==> config.mk <==
export PLATFORM = sky130hd
export DESIGN_NAME = sprite_cmd_sched_flat
export DESIGN_NICKNAME = d
export VERILOG_FILES = /design/src/rtl/sprite_cmd_sched_if.sv /design/src/rtl/sprite_cmd_sched.sv /design/src/flat_wrapper.sv
export SDC_FILE = /design/constraint.sdc
export NUM_CORES = 1
export LEC_CHECK = 0
export CAP_MARGIN = 20
export CORE_MARGIN = 10
export CORE_UTILIZATION = 50
export CTS_CLUSTER_DIAMETER = 40
export DETAILED_ROUTE_END_ITERATION = 12
export PLACE_DENSITY_LB_ADDON = 0.25
export SYNTH_ARGS = -nofsm -noshare
export SYNTH_HDL_FRONTEND = slang
export SYNTH_SLANG_ARGS = --single-unit
==> constraint.sdc <==
create_clock -name clk -period 5.65 [get_ports clk]
set_clock_uncertainty 0.05 [all_clocks]
set_input_delay 0.8475 -clock clk [delete_from_list [all_inputs] [get_ports clk]]
set_output_delay 0.8475 -clock clk [all_outputs]
set_load 0.05 [all_outputs]
==> src/rtl/sprite_cmd_sched_if.sv <==
// ----------------------------------------------------------------------------
// sprite_cmd_sched_if
//
// Purpose: groups the host command port, the VGA timing inputs and the sprite
// command bus of sprite_cmd_sched into one bundle.
//
// Signals:
//   cmd_write    host write strobe, one command per cycle when high
//   cmd_data     32-bit sprite command word from the host
//   hcount       horizontal pixel count from the VGA timing generator
//   vcount       vertical line count from the VGA timing generator
//   bus_data     command broadcast to every sprite display component
//   bus_valid    high exactly in the cycles bus_data carries a command
//   cmd_full     command FIFO holds DEPTH entries
//   front_buf    buffer index currently being displayed
//   frame_count  number of commits issued (wrapping)
//   drop_count   number of host commands discarded (saturating)
//
// Modports:
//   master  host / timing side (drives commands and timing, observes the bus)
//   slave   scheduler side (sprite_cmd_sched)
// ----------------------------------------------------------------------------
interface sprite_cmd_sched_if;
    logic        cmd_write;
    logic [31:0] cmd_data;
    logic [9:0]  hcount;
    logic [9:0]  vcount;
    logic [31:0] bus_data;
    logic        bus_valid;
    logic        cmd_full;
    logic        front_buf;
    logic [15:0] frame_count;
    logic [15:0] drop_count;

    modport master (
        output cmd_write, cmd_data, hcount, vcount,
        input  bus_data, bus_valid, cmd_full, front_buf, frame_count, drop_count
    );

    modport slave (
        input  cmd_write, cmd_data, hcount, vcount,
        output bus_data, bus_valid, cmd_full, front_buf, frame_count, drop_count
    );
endinterface

==> src/rtl/sprite_cmd_sched.sv <==
// ----------------------------------------------------------------------------
// sprite_cmd_sched
//
// Purpose: buffers host sprite commands in a FIFO and broadcasts them on the
// sprite command bus. Update commands go out at one per cycle, always aimed at
// the back buffer (bit 13 forced to ~front_buf). A commit command (action
// 4'hF) is held at the FIFO head until the next vertical-blanking pulse, then
// issued, which swaps front and back buffers and counts a frame. Updates
// queued behind a commit stay queued until that commit has gone out.
//
// Parameters:
//   DEPTH    FIFO depth in entries, power of two from 4 to 64
//   VACTIVE  vcount value at which vertical blanking begins
//
// Ports:
//   clk      single clock, rising edge
//   reset    asynchronous active-high reset; empties the FIFO and clears
//            all outputs and counters
//   sif      sprite_cmd_sched_if.slave: host command port, VGA timing,
//            command bus and status outputs
//
// Optional feature:
//   SPRITE_SCHED_STATS_EN  when defined, drop_count counts discarded host
//                          writes (saturating). When undefined drop_count is
//                          tied to zero and no counter exists.
// ----------------------------------------------------------------------------
module sprite_cmd_sched #(
    parameter int DEPTH   = 16,
    parameter int VACTIVE = 480
) (
    input  logic                 clk,
    input  logic                 reset,
    sprite_cmd_sched_if.slave    sif
);

    localparam int             AW       = $clog2(DEPTH);
    localparam logic [AW-1:0]  PTR_ONE  = AW'(1);
    localparam logic [AW:0]    CNT_ZERO = (AW+1)'(0);
    localparam logic [AW:0]    CNT_ONE  = (AW+1)'(1);
    localparam logic [AW:0]    CNT_FULL = (AW+1)'(DEPTH);
    localparam logic [9:0]     VBL_LINE = 10'(VACTIVE);
    localparam logic [3:0]     ACT_COMMIT = 4'hF;

    typedef enum logic [1:0] {
        IDLE     = 2'd0,
        ISSUE    = 2'd1,
        WAIT_VBL = 2'd2,
        COMMIT   = 2'd3
    } state_t;

    // Retarget a command word at the back buffer (the one not on screen).
    function automatic logic [31:0] to_back_buf(input logic [31:0] word,
                                                input logic        front);
        logic [31:0] r;
        r     = word;
        r[13] = ~front;
        return r;
    endfunction

    state_t          state_q,   state_d;
    logic [AW-1:0]   wr_ptr_q,  wr_ptr_d;
    logic [AW-1:0]   rd_ptr_q,  rd_ptr_d;
    logic [AW:0]     count_q,   count_d;
    logic            full_q,    full_d;
    logic [31:0]     bus_data_q, bus_data_d;
    logic            bus_valid_q, bus_valid_d;
    logic            front_q,   front_d;
    logic [15:0]     frame_q,   frame_d;

    logic [31:0]     fifo_mem [DEPTH];
    logic [31:0]     head;
    logic            head_is_commit;
    logic            fifo_empty;
    logic            vblank_pulse;
    logic            push;
    logic            pop;

    assign head           = fifo_mem[rd_ptr_q];
    assign head_is_commit = (head[20:17] == ACT_COMMIT);
    assign fifo_empty     = (count_q == CNT_ZERO);
    assign vblank_pulse   = (sif.vcount == VBL_LINE) && (sif.hcount == 10'd0);
    // Full blocks the push even when the same cycle pops an entry.
    assign push           = sif.cmd_write && !full_q;

    // Scheduler FSM: next state, pop request and the next bus word.
    always_comb begin
        state_d     = state_q;
        pop         = 1'b0;
        bus_valid_d = 1'b0;
        bus_data_d  = bus_data_q;
        front_d     = front_q;
        frame_d     = frame_q;
        case (state_q)
            IDLE: begin
                if (!fifo_empty) begin
                    state_d = ISSUE;
                end else begin
                    state_d = IDLE;
                end
            end
            ISSUE: begin
                if (fifo_empty) begin
                    state_d = IDLE;
                end else if (head_is_commit) begin
                    // The commit stays at the head until vblank.
                    state_d = WAIT_VBL;
                end else begin
                    pop         = 1'b1;
                    bus_valid_d = 1'b1;
                    bus_data_d  = to_back_buf(head, front_q);
                    state_d     = ISSUE;
                end
            end
            WAIT_VBL: begin
                // Only a pulse seen while waiting counts; earlier pulses are gone.
                if (vblank_pulse) begin
                    state_d = COMMIT;
                end else begin
                    state_d = WAIT_VBL;
                end
            end
            COMMIT: begin
                pop         = 1'b1;
                bus_valid_d = 1'b1;
                bus_data_d  = to_back_buf(head, front_q);
                front_d     = ~front_q;
                frame_d     = frame_q + 16'd1;
                // Anything left after popping the commit, or arriving now?
                if ((count_q > CNT_ONE) || push) begin
                    state_d = ISSUE;
                end else begin
                    state_d = IDLE;
                end
            end
            default: begin
                state_d = IDLE;
            end
        endcase
    end

    // FIFO pointers and occupancy; pointers wrap naturally at DEPTH.
    always_comb begin
        wr_ptr_d = wr_ptr_q;
        rd_ptr_d = rd_ptr_q;
        count_d  = count_q;
        if (push) begin
            wr_ptr_d = wr_ptr_q + PTR_ONE;
        end else begin
            wr_ptr_d = wr_ptr_q;
        end
        if (pop) begin
            rd_ptr_d = rd_ptr_q + PTR_ONE;
        end else begin
            rd_ptr_d = rd_ptr_q;
        end
        case ({push, pop})
            2'b10:   count_d = count_q + CNT_ONE;
            2'b01:   count_d = count_q - CNT_ONE;
            default: count_d = count_q;
        endcase
        full_d = (count_d == CNT_FULL);
    end

    // FIFO storage; contents need no reset because occupancy guards reads.
    always_ff @(posedge clk) begin
        if (push) begin
            fifo_mem[wr_ptr_q] <= sif.cmd_data;
        end
    end

    // State, FIFO bookkeeping and registered outputs.
    always_ff @(posedge clk or posedge reset) begin
        if (reset) begin
            state_q     <= IDLE;
            wr_ptr_q    <= {AW{1'b0}};
            rd_ptr_q    <= {AW{1'b0}};
            count_q     <= CNT_ZERO;
            full_q      <= 1'b0;
            bus_data_q  <= 32'd0;
            bus_valid_q <= 1'b0;
            front_q     <= 1'b0;
            frame_q     <= 16'd0;
        end else begin
            state_q     <= state_d;
            wr_ptr_q    <= wr_ptr_d;
            rd_ptr_q    <= rd_ptr_d;
            count_q     <= count_d;
            full_q      <= full_d;
            bus_data_q  <= bus_data_d;
            bus_valid_q <= bus_valid_d;
            front_q     <= front_d;
            frame_q     <= frame_d;
        end
    end

`ifdef SPRITE_SCHED_STATS_EN
    logic [15:0] drop_q, drop_d;

    // Saturating count of host writes refused because the FIFO was full.
    always_comb begin
        drop_d = drop_q;
        if (sif.cmd_write && full_q && (drop_q != 16'hFFFF)) begin
            drop_d = drop_q + 16'd1;
        end else begin
            drop_d = drop_q;
        end
    end

    // Drop counter register.
    always_ff @(posedge clk or posedge reset) begin
        if (reset) begin
            drop_q <= 16'd0;
        end else begin
            drop_q <= drop_d;
        end
    end

    assign sif.drop_count = drop_q;
`else
    assign sif.drop_count = 16'd0;
`endif

    assign sif.bus_data    = bus_data_q;
    assign sif.bus_valid   = bus_valid_q;
    assign sif.cmd_full    = full_q;
    assign sif.front_buf   = front_q;
    assign sif.frame_count = frame_q;

endmodule

==> src/flat_wrapper.sv <==
// flat-port wrapper written by rule: the top's interface ports become plain ports
module sprite_cmd_sched_flat 
#(
    parameter int DEPTH   = 16,
    parameter int VACTIVE = 480
)
  (clk, reset, sif_cmd_write, sif_cmd_data, sif_hcount, sif_vcount, sif_bus_data, sif_bus_valid, sif_cmd_full, sif_front_buf, sif_frame_count, sif_drop_count);
  sprite_cmd_sched_if sif_i ();
  input  logic clk;
  input  logic reset;
  input wire logic [$bits(sif_i.cmd_write)-1:0] sif_cmd_write;
  input wire logic [$bits(sif_i.cmd_data)-1:0] sif_cmd_data;
  input wire logic [$bits(sif_i.hcount)-1:0] sif_hcount;
  input wire logic [$bits(sif_i.vcount)-1:0] sif_vcount;
  output wire logic [$bits(sif_i.bus_data)-1:0] sif_bus_data;
  output wire logic [$bits(sif_i.bus_valid)-1:0] sif_bus_valid;
  output wire logic [$bits(sif_i.cmd_full)-1:0] sif_cmd_full;
  output wire logic [$bits(sif_i.front_buf)-1:0] sif_front_buf;
  output wire logic [$bits(sif_i.frame_count)-1:0] sif_frame_count;
  output wire logic [$bits(sif_i.drop_count)-1:0] sif_drop_count;
  assign sif_i.cmd_write = sif_cmd_write;
  assign sif_i.cmd_data = sif_cmd_data;
  assign sif_i.hcount = sif_hcount;
  assign sif_i.vcount = sif_vcount;
  assign sif_bus_data = sif_i.bus_data;
  assign sif_bus_valid = sif_i.bus_valid;
  assign sif_cmd_full = sif_i.cmd_full;
  assign sif_front_buf = sif_i.front_buf;
  assign sif_frame_count = sif_i.frame_count;
  assign sif_drop_count = sif_i.drop_count;
  sprite_cmd_sched #(.DEPTH(DEPTH), .VACTIVE(VACTIVE)) u_core (.clk(clk), .reset(reset), .sif(sif_i));
endmodule
==> results.sh, run 1 <==
export IMPL_synth_compound_area_frac=0.00962
export IMPL_yosys_area_share_simple=0.0227
export IMPL_rows=76
export IMPL_synth_xor_xnor_area_share=0.00802
export IMPL_combPwrFrac=0.285
export IMPL_syn_avg_cell_area_um2=22.2
export IMPL_worst_pin_slew_ns=1.12
export IMPL_holdBufCountCts=0
export IMPL_fmax_mhz=244
export IMPL_synthCells=985
export IMPL_hold_class="register to register"
export IMPL_clk_root_buffer_cell="clkbuf_16"
export IMPL_worst_skew_pair_late_latency_ns=0.58
export IMPL_clkPwrFrac=0.318
export IMPL_drc=0
export IMPL_final_hold_violation_count=0
export IMPL_routed_wirelength_um=45000
export IMPL_syn2layout_area_growth_pct=18.7
export IMPL_drt_iter0_drc=931
export IMPL_leakage_nw=8.62
export IMPL_postCtsSetupBuffers=0
export IMPL_syn_cell_area_um2=21800
export IMPL_antenna_left=0
export IMPL_gp_congestion=0.723
export IMPL_worstSetupEndpointType="register"
export IMPL_totalPowerFinal_mw=13.9
export IMPL_cts_tree="built"
export IMPL_synth_top_family_by_area="multiplexers"
export IMPL_hold_depth=1
export IMPL_synth_adder_area_share=0.00687
export IMPL_cts_htree_levels=3
export IMPL_min_to="u_core.sif.frame_count[15]"
export IMPL_grt_overflow_total=0
export IMPL_cp_buffers_inverters=2
export IMPL_grt_use_total=0.173
export IMPL_critical_path_top_delay_family="flip-flops"
export IMPL_rsz0062_at_grt="no"
export IMPL_ys_ff_latch=562
export IMPL_cts_sinks=562
export IMPL_drive_above_1_share=0.278
export IMPL_first_pass_iters=5
export IMPL_portBuffers=104
export IMPL_r2r_setup_slack_ns=1.56
export IMPL_die_y_um=229
export IMPL_layout_common_cells="edfxtp_1, mux4_2, clkdlybuf4s50_1"
export IMPL_synth_area_leaders="edfxtp_1, mux4_2, dfrtp_1, mux2_2, ha_1"
export IMPL_ff2ff_path_depth=14
export IMPL_cts_path_max_buffers=3
export IMPL_tns_ns=0
export IMPL_vdd_drop_max_mv=0.392
export IMPL_cts_clk_slew_worst_paths_ns=0.05
export IMPL_synth_seq_area_share=0.758
export IMPL_vias_per_cell=5.70
export IMPL_min_delay_start="u_core.sif.frame_count[15]"
export IMPL_cts_buffers=70
export IMPL_crit_fanout=46
export IMPL_cts_resized=0
export IMPL_slew_violations=0
export IMPL_worstSetupPathType="register to register"
export IMPL_coreArea_um2=43200
export IMPL_synthFlopType="edfxtp_1"
export IMPL_final_util=0.601
export IMPL_p_int_mw=9.69
export IMPL_period_minus_slack_ns=4.09
export IMPL_p_seq_frac=0.397
export IMPL_io_pins=122
export IMPL_critPathRequiredTime_ns=6.04
export IMPL_r2r_start="u_core.rd_ptr_q[1]"
export IMPL_vias=10100
export IMPL_critPathLaunchType="register"
export IMPL_wl_met1_um=19300
export IMPL_wl_per_cell_um=25.3
export IMPL_synth_mux_area_frac=0.178
export IMPL_fin_crit_sh=0.724
export IMPL_grt_pass1_vias=10700
export IMPL_topRoutingLayerUsed="met5"
export IMPL_grt_max_degree=83
export IMPL_die_area_um2=52400
export IMPL_switching_share=0.302
export IMPL_rr_endpoint="u_core.sif.cmd_full"
export IMPL_critPathMaxStageDelay_ns=0.92
export IMPL_crit_top_cell="nor2_1"
export IMPL_initial_core_util=0.506
export IMPL_dr_wl_met2_um=22100
export IMPL_cap_violations=0
export IMPL_layout_commonest_cell="edfxtp_1"
export IMPL_slowest_stage="dfrtp_4"
export IMPL_grt_pass1_wl_um=68300
export IMPL_power_switching_mw=4.19
export IMPL_final_cell_count_no_fill=1778
export IMPL_async_reset_ff_frac=0.117
export IMPL_yosysUniqueCellTypes=49
export IMPL_path_cells="mux4_2 > mux2_2 > and3_1 > o211a_4 > o21ai_4 > buf_4 > inv_1 > ha_1 > and4_1 > a31oi_1 > nor2_1 > nor2_1 > a21oi_1 > nor4bb_1"
export IMPL_antenna_found_initial=3
export IMPL_cp_arrival_ns=4.48
export IMPL_dp_hpwl_um=23800
export IMPL_dieWidth_um=229
export IMPL_numPlacedInstances=1646
export IMPL_synth_edf_count=496
export IMPL_num_nets_final=1203
export IMPL_synth_area_leader_cell="edfxtp_1"
export IMPL_ys_warn_count=0
export IMPL_power_per_cell_area_nw_per_um2=535
export IMPL_yosys_area_top_type_share=0.682
export IMPL_setup_viol=0
export IMPL_slew_limit_headroom=0.254
export IMPL_whs_ns=0.422
export IMPL_met3_length_um=2720
export IMPL_status="finished, final reports clean"
-- how the worst max path moves through the flow --
stage | slack, ns | cells past startpoint | from | end
floorplan | 2.28 | 16 | u_core.rd_ptr_q[1] | u_core.sif.cmd_full
global placement | 1.61 | 14 | u_core.rd_ptr_q[1] | u_core.sif.cmd_full
detailed placement | 1.54 | 14 | u_core.rd_ptr_q[1] | u_core.sif.cmd_full
CTS | 1.52 | 14 | u_core.rd_ptr_q[1] | u_core.sif.cmd_full
global route | 1.34 | 14 | u_core.rd_ptr_q[1] | u_core.sif.cmd_full
finish | 1.56 | 14 | u_core.rd_ptr_q[1] | u_core.sif.cmd_full
-- kinds of logic (layout without fill, tap and decap cells) --
logic type,after synthesis,count (layout)
adders and majority gates,12,12
DFF,562,562
AOI/OAI and AO/OA,29,29
buffers and inverters,73,265
and+or+nand+nor,93,93
other,1,17
muxes,195,195
xor gates and xnor gates,20,20
-- power groups by stage --
stage / clock network (mW) / registers [mW] / logic (mW)
final: 4.42 / 5.50 / 3.96
after floorplan: 0 / 5.78 / 2.67
after global placement: 0 / 5.57 / 3.96
after global routing: 4.68 / 5.58 / 4.24
after detailed placement: 0 / 5.60 / 4.01
after CTS: 4.50 / 5.52 / 4.03
-- final cells by class --
| type | instances | area, µm² |
|---|---|---|
| multi-input combinational | 365 | 4990 |
| clock inverter | 44 | 472 |
| timing repair buffer | 125 | 1250 |
| tap | 585 | 732 |
| antenna | 1 | 2.50 |
| clock buffer | 84 | 1880 |
| sequential | 562 | 16600 |
| inverter | 12 | 46.3 |
| fill | 3099 | 17200 |
-- flip-flops by register name, summed over array words and instances, names as in the netlist, named ones only --
| signal | flops |
|---|---|
| u_core.sif.frame_count | 16 |
| u_core.sif.front_buf | 1 |
| u_core.sif.bus_valid | 1 |
| u_core.fifo_mem | 496 |
| u_core.state_q | 1 |
| u_core.wr_ptr_q | 4 |
| u_core.count_q | 5 |
| u_core.sif.bus_data | 32 |
| u_core.rd_ptr_q | 4 |
| u_core.sif.cmd_full | 1 |
-- worst reg2reg max path, cell delays in order, from the launching register on --
cell	delay [ns]
dfrtp_4	0.92
mux4_2	0.63
mux2_2	0.31
and3_1	0.22
o211a_4	0.29
o21ai_4	0.13
buf_4	0.30
inv_1	0.09
ha_1	0.28
and4_1	0.23
a31oi_1	0.15
nor2_1	0.06
nor2_1	0.09
a21oi_1	0.06
nor4bb_1	0.15
-- routing by layer --
layer / GRT usage / vias up
li1: - / 4383
met1: 0.234 / 5392
met2: 0.273 / 292
met3: 0.0414 / 57
met4: 0.0536 / 6
met5: 0 / -
-- cells in the mapped netlist, drive strengths merged, types with 2 or more instances --
master,n
mux2,33
clkbuf,21
nor4,4
inv,11
ha,12
nor3,4
mux2i,11
a31oi,2
and2,18
buf,40
nor3b,2
a21oi,5
o31ai,2
mux4,151
and3,5
dfrtp,66
o21ai,9
a221o,2
nand2,21
nor2,13
nand3,10
xor2,4
xnor2,16
edfxtp,496
nand4,8
-- through the flow --
stage / cell area, µm² / worst slack, ns
floorplan: 21900 / 2.28
CTS: 25900 / 1.52
detailed placement: 23500 / 1.54
global placement: 23500 / 1.61
global route: 25900 / 1.34
finish: 25900 / 1.56
No activity file was read; power rests on OpenSTA's default activity.
==> inputs of run 2 (changes only) <==
- clock period: 5.65 -> 4.2 ns (I/O delays scaled with it)
==> run 2 against run 1 <==
- die area stayed put
- sequential cell count stayed put
- critical path depth is 3 lower
- largest power group unchanged
==> results.sh, run 2 (synthesized netlist as in run 1, its figures left out) <==
export IMPL_status="finished, final reports clean"
export IMPL_grt_max_degree=85
export IMPL_dpl_instance_area_um2=23700
export IMPL_rsz0062_at_grt="no"
export IMPL_power_switching_mw=5.62
export IMPL_holdBufCountCts=0
export IMPL_slew_limit_headroom=0.458
export IMPL_critPathLaunchType="register"
export IMPL_cts_sinks=562
export IMPL_p_int_mw=13.1
export IMPL_gp_congestion=0.729
export IMPL_final_hold_violation_count=0
export IMPL_hold_class="primary input to async pin"
export IMPL_drive_above_1_share=0.288
export IMPL_cp_endpoint="u_core.sif.cmd_full"
export IMPL_clk_root_buffer_cell="clkbuf_16"
export IMPL_final_cell_count_no_fill=1790
export IMPL_ff2ff_path_depth=11
export IMPL_layout_commonest_cell="edfxtp_1"
export IMPL_worstSetupEndpointType="register"
export IMPL_vdd_drop_max_mv=0.499
export IMPL_period_minus_slack_ns=3.55
export IMPL_cp_arrival_ns=3.95
export IMPL_worst_pin_slew_ns=0.813
export IMPL_slew_violations=0
export IMPL_io_pins=122
export IMPL_grt_pass1_wl_um=68400
export IMPL_die_area_um2=52400
export IMPL_grt_use_total=0.172
export IMPL_numPlacedInstances=1660
export IMPL_cts_clk_slew_worst_paths_ns=0.05
export IMPL_nFillCells=3057
export IMPL_totalPowerFinal_mw=18.7
export IMPL_postCtsSetupBuffers=0
export IMPL_r2r_setup_slack_ns=0.65
export IMPL_die_y_um=229
export IMPL_cts_htree_levels=3
export IMPL_grt_overflow_total=0
export IMPL_coreArea_um2=43200
export IMPL_r2r_start="u_core.rd_ptr_q[1]"
export IMPL_dp_hpwl_um=25400
export IMPL_routed_wirelength_um=45000
export IMPL_layout_common_cells="edfxtp_1, mux4_2, clkdlybuf4s50_1"
export IMPL_p_seq_frac=0.390
export IMPL_num_nets_final=1216
export IMPL_antenna_left=0
export IMPL_worstSetupPathType="register to register"
export IMPL_top_register="u_core.fifo_mem"
export IMPL_crit_path_start="u_core.rd_ptr_q[1]"
export IMPL_setup_viol=0
export IMPL_wl_per_cell_um=25.1
export IMPL_vias=10200
export IMPL_cts_buffers=72
export IMPL_largest_register_ffs=496
export IMPL_fmax_mhz=282
export IMPL_finalInstanceArea_um2=26000
export IMPL_rows=76
export IMPL_critPathRequiredTime_ns=4.60
export IMPL_switching_share=0.301
export IMPL_portBuffers=104
export IMPL_worst_skew_pair_late_latency_ns=0.57
export IMPL_syn2layout_area_growth_pct=19.2
export IMPL_fin_crit_sh=0.845
export IMPL_tns_ns=0
export IMPL_initial_core_util=0.506
export IMPL_clkPwrFrac=0.316
export IMPL_antenna_found_initial=3
export IMPL_cap_violations=0
export IMPL_cts_path_max_buffers=3
export IMPL_cts_tree="built"
export IMPL_crit_fanout=28
export IMPL_vias_per_cell=5.72
export IMPL_rr_endpoint="u_core.sif.cmd_full"
export IMPL_power_per_cell_area_nw_per_um2=718
export IMPL_cts_resized=0
export IMPL_first_pass_iters=5
export IMPL_combPwrFrac=0.294
export IMPL_grt_pass1_vias=10900
export IMPL_leakage_nw=8.69
export IMPL_drt_iter0_drc=887
export IMPL_drc=0
export IMPL_dieWidth_um=229
export IMPL_n_antenna_cell=0
==> run 2: changes by cell type in the layout (fill, tap and decap cells not counted), moves of 3 or more <==
cell	before	now
buf_4	17	25
clkinv_2	8	16
buf_12	4	7
clkinv_8	3	0
==> run 2: worst min-delay path by stage <==
| stage | end | slack [ns] |
|---|---|---|
| after floorplan | u_core.count_q[4] | 0.40 |
| after global placement | u_core.sif.frame_count[15] | 0.41 |
| after detailed placement | u_core.sif.frame_count[15] | 0.42 |
| after CTS | u_core.sif.frame_count[9] | 0.42 |
| after global routing | u_core.sif.frame_count[9] | 0.45 |
| final | u_core.sif.bus_data[1] | 0.41 |
==> run 2: power by group through the flow <==
stage               Clock (mW)  Sequential [mW]  Combinational (mW)
global placement             0             7.36                5.53
floorplan                    0             7.78                3.59
detailed placement           0             7.40                5.60
CTS                       6.02             7.29                5.62
finish                    5.91             7.28                5.49
global route              6.25             7.37                5.90
==> run 2: stage by stage <==
| stage | utilization | hold WS (ns) | worst slack, ns |
|---|---|---|---|
| floorplan | - | 0.402 | 0.831 |
| global placement | 0.549 | 0.414 | 0.706 |
| detailed placement | 0.549 | 0.420 | 0.653 |
| CTS | 0.603 | 0.423 | 0.604 |
| global route | 0.603 | 0.447 | 0.398 |
| finish | 0.603 | 0.414 | 0.651 |
==> run 2: layout make-up <==
cell class              count  area, µm²  share of cell area
inverters                  12       46.3             0.00178
multi-input cells         365       4990               0.192
clock buffers              84       1920              0.0738
clock inverters            46        417              0.0160
repair buffers            136       1370              0.0526
well taps                 585        732              0.0281
flip-flops and latches    562      16600               0.636
==> run 2: metal layers <==
layer / wire (µm) / track usage
met1: 19300 / 0.233
met2: 22300 / 0.279
met3: 2500 / 0.0381
met4: 835 / 0.0476
met5: 35 / 0
==> run 2: critical path, stage by stage (launching register included) <==
cell,delay [ns]
dfrtp_4,0.73
mux4_2,0.56
mux2_2,0.29
and3_1,0.21
o211a_4,0.29
o21ai_4,0.17
ha_1,0.35
a31oi_1,0.14
nor2_1,0.10
nor2_1,0.05
a21oi_1,0.15
nor4bb_1,0.34
==> inputs of run 3 (changes only) <==
- clock period: 4.2 -> 3.4 ns (I/O delays scaled with it)
==> run 3 against run 2 <==
- worst setup slack worse by 0.49 ns
- sequential power rose by 22%
- register-to-register slack worse by 0.49 ns
- first-iteration DRC count rose by 0.45%
- sequential share of layout area fell by 0.95 points
- via count up 0.89%
- highest routed layer unchanged
- clock power up 32%
- largest power group unchanged
- critical path type unchanged
- sequential cell count stayed put
==> results.sh, run 3 (synthesized netlist as in run 1, its figures left out) <==
export IMPL_holdBufCountCts=0
export IMPL_drive_above_1_share=0.304
export IMPL_first_pass_iters=6
export IMPL_ff2ff_path_depth=12
export IMPL_final_util=0.612
export IMPL_fin_crit_sh=0.953
export IMPL_rows=76
export IMPL_syn2layout_area_growth_pct=21.0
export IMPL_grt_max_degree=57
export IMPL_fmax_mhz=309
export IMPL_clk_root_buffer_cell="clkbuf_16"
export IMPL_layout_commonest_cell="edfxtp_1"
export IMPL_period_minus_slack_ns=3.24
export IMPL_cts_buffers=74
export IMPL_crit_fanout=10
export IMPL_drt_iter0_drc=891
export IMPL_worstSetupPathType="register to register"
export IMPL_rr_endpoint="u_core.sif.cmd_full"
export IMPL_drc=0
export IMPL_die_area_um2=52400
export IMPL_largest_register_ffs=496
export IMPL_vdd_drop_max_mv=0.499
export IMPL_cts_htree_levels=3
export IMPL_power_per_cell_area_nw_per_um2=900
export IMPL_status="finished, final reports clean"
export IMPL_r2r_setup_slack_ns=0.16
export IMPL_n_antenna_cell=0
export IMPL_slew_violations=0
export IMPL_cts_path_max_buffers=3
export IMPL_wl_per_cell_um=25.3
export IMPL_cap_violations=0
export IMPL_dp_hpwl_um=25100
export IMPL_vias_per_cell=5.71
export IMPL_tns_ns=0
export IMPL_cts_sinks=562
export IMPL_leakage_nw=8.86
export IMPL_critPathLaunchType="register"
export IMPL_routed_wirelength_um=45700
export IMPL_antenna_left=0
export IMPL_worstSetupEndpointType="register"
export IMPL_gp_congestion=0.719
export IMPL_layout_common_cells="edfxtp_1, mux4_2, clkdlybuf4s50_1"
export IMPL_setup_viol=0
export IMPL_slew_limit_headroom=0.467
export IMPL_worst_pin_slew_ns=0.799
export IMPL_critPathRequiredTime_ns=3.78
export IMPL_io_pins=122
export IMPL_portBuffers=104
export IMPL_grt_overflow_total=0
export IMPL_die_y_um=229
export IMPL_dieWidth_um=229
export IMPL_grt_pass1_vias=10900
export IMPL_top_register="u_core.fifo_mem"
export IMPL_antenna_found_initial=3
export IMPL_cts_clk_slew_worst_paths_ns=0.05
export IMPL_coreArea_um2=43200
export IMPL_num_nets_final=1231
export IMPL_grt_use_total=0.176
export IMPL_r2r_start="u_core.rd_ptr_q[1]"
export IMPL_grt_pass1_wl_um=69600
export IMPL_hold_class="primary input to async pin"
export IMPL_worst_skew_pair_late_latency_ns=0.58
export IMPL_final_hold_violation_count=0
export IMPL_vias=10300
export IMPL_nFillCells=3057
export IMPL_cp_arrival_ns=3.62
export IMPL_initial_core_util=0.506
export IMPL_cts_tree="built"
[run 3: cell types whose count changed in the layout (fill, tap and decap cells not counted), moves of 3 or more]
cell / delta
mux2i_2: +3
mux2i_1: -3
clkinv_2: -6
clkbuf_1: +3
clkinv_4: +4
clkinv_1: -4
bufinv_16: +3
buf_4: +4
buf_12: +7
[run 3: report_power, final]
part	leakage (nW)	switching (mW)	internal [mW]	total, mW
logic	2.34	3.73	3.37	7.10
clock network	1.23	2.98	4.83	7.81
registers	5.29	0.447	8.44	8.89
[run 3: layout make-up]
cell class / instances / area, µm² / share of cell area
repair buffers: 149 / 1560 / 0.0588
clock inverters: 47 / 558 / 0.0211
inverters: 12 / 46.3 / 0.00175
flip-flops and latches: 562 / 16600 / 0.626
clock buffers: 89 / 1970 / 0.0746
well taps: 585 / 732 / 0.0277
multi-input cells: 365 / 5010 / 0.190
[run 3: how the worst max path moves through the flow]
stage,start,to,slack (ns),cells after the start
2_1_floorplan,u_core.rd_ptr_q[1],u_core.sif.cmd_full,0.03,16
3_3_place_gp,u_core.rd_ptr_q[1],u_core.sif.cmd_full,0.12,13
3_5_place_dp,u_core.rd_ptr_q[1],u_core.sif.cmd_full,0.08,14
4_1_cts,u_core.rd_ptr_q[1],u_core.sif.cmd_full,0.05,14
5_1_grt,u_core.rd_ptr_q[1],u_core.sif.cmd_full,-0.009,12
6_report,u_core.rd_ptr_q[1],u_core.sif.cmd_full,0.16,12
[run 3: critical path, cell delays in order, from the launching register on]
cell,delay (ns)
dfrtp_4,0.47
clkbuf_2,0.20
buf_4,0.14
mux4_2,0.49
mux2i_2,0.23
nor3_2,0.08
o211a_4,0.29
o21ai_4,0.17
ha_1,0.36
o21bai_1,0.20
o21ai_0,0.20
nor2_1,0.08
nor4bb_1,0.13
[run 3: what timing repair did]
action,in CTS,in global routing
endpoints found under the hold margin,0,0
gates resized for setup,0,7
setup endpoints to repair,0,2
buffers inserted,0,5
[run 3: through the flow]
stage	cells	power [mW]	hold slack [ns]	cell area, µm²	worst slack (ns)
after floorplan	1000	14.1	0.402	21900	0.0306
after global placement	1668	16.1	0.415	23800	0.119
after detailed placement	1668	16.2	0.418	23800	0.0776
after CTS	1804	24.0	0.324	26400	0.0513
after global routing	1809	24.8	0.388	26400	-0.00917
final	1809	23.8	0.309	26400	0.159
[run 3: layer usage]
metal,vias to the layer above,share of wire,global-route usage
met5,-,0.00074,0
met4,6,0.014,0.0495
met3,58,0.060,0.0361
met2,342,0.49,0.276
met1,5476,0.44,0.247
li1,4441,-,-
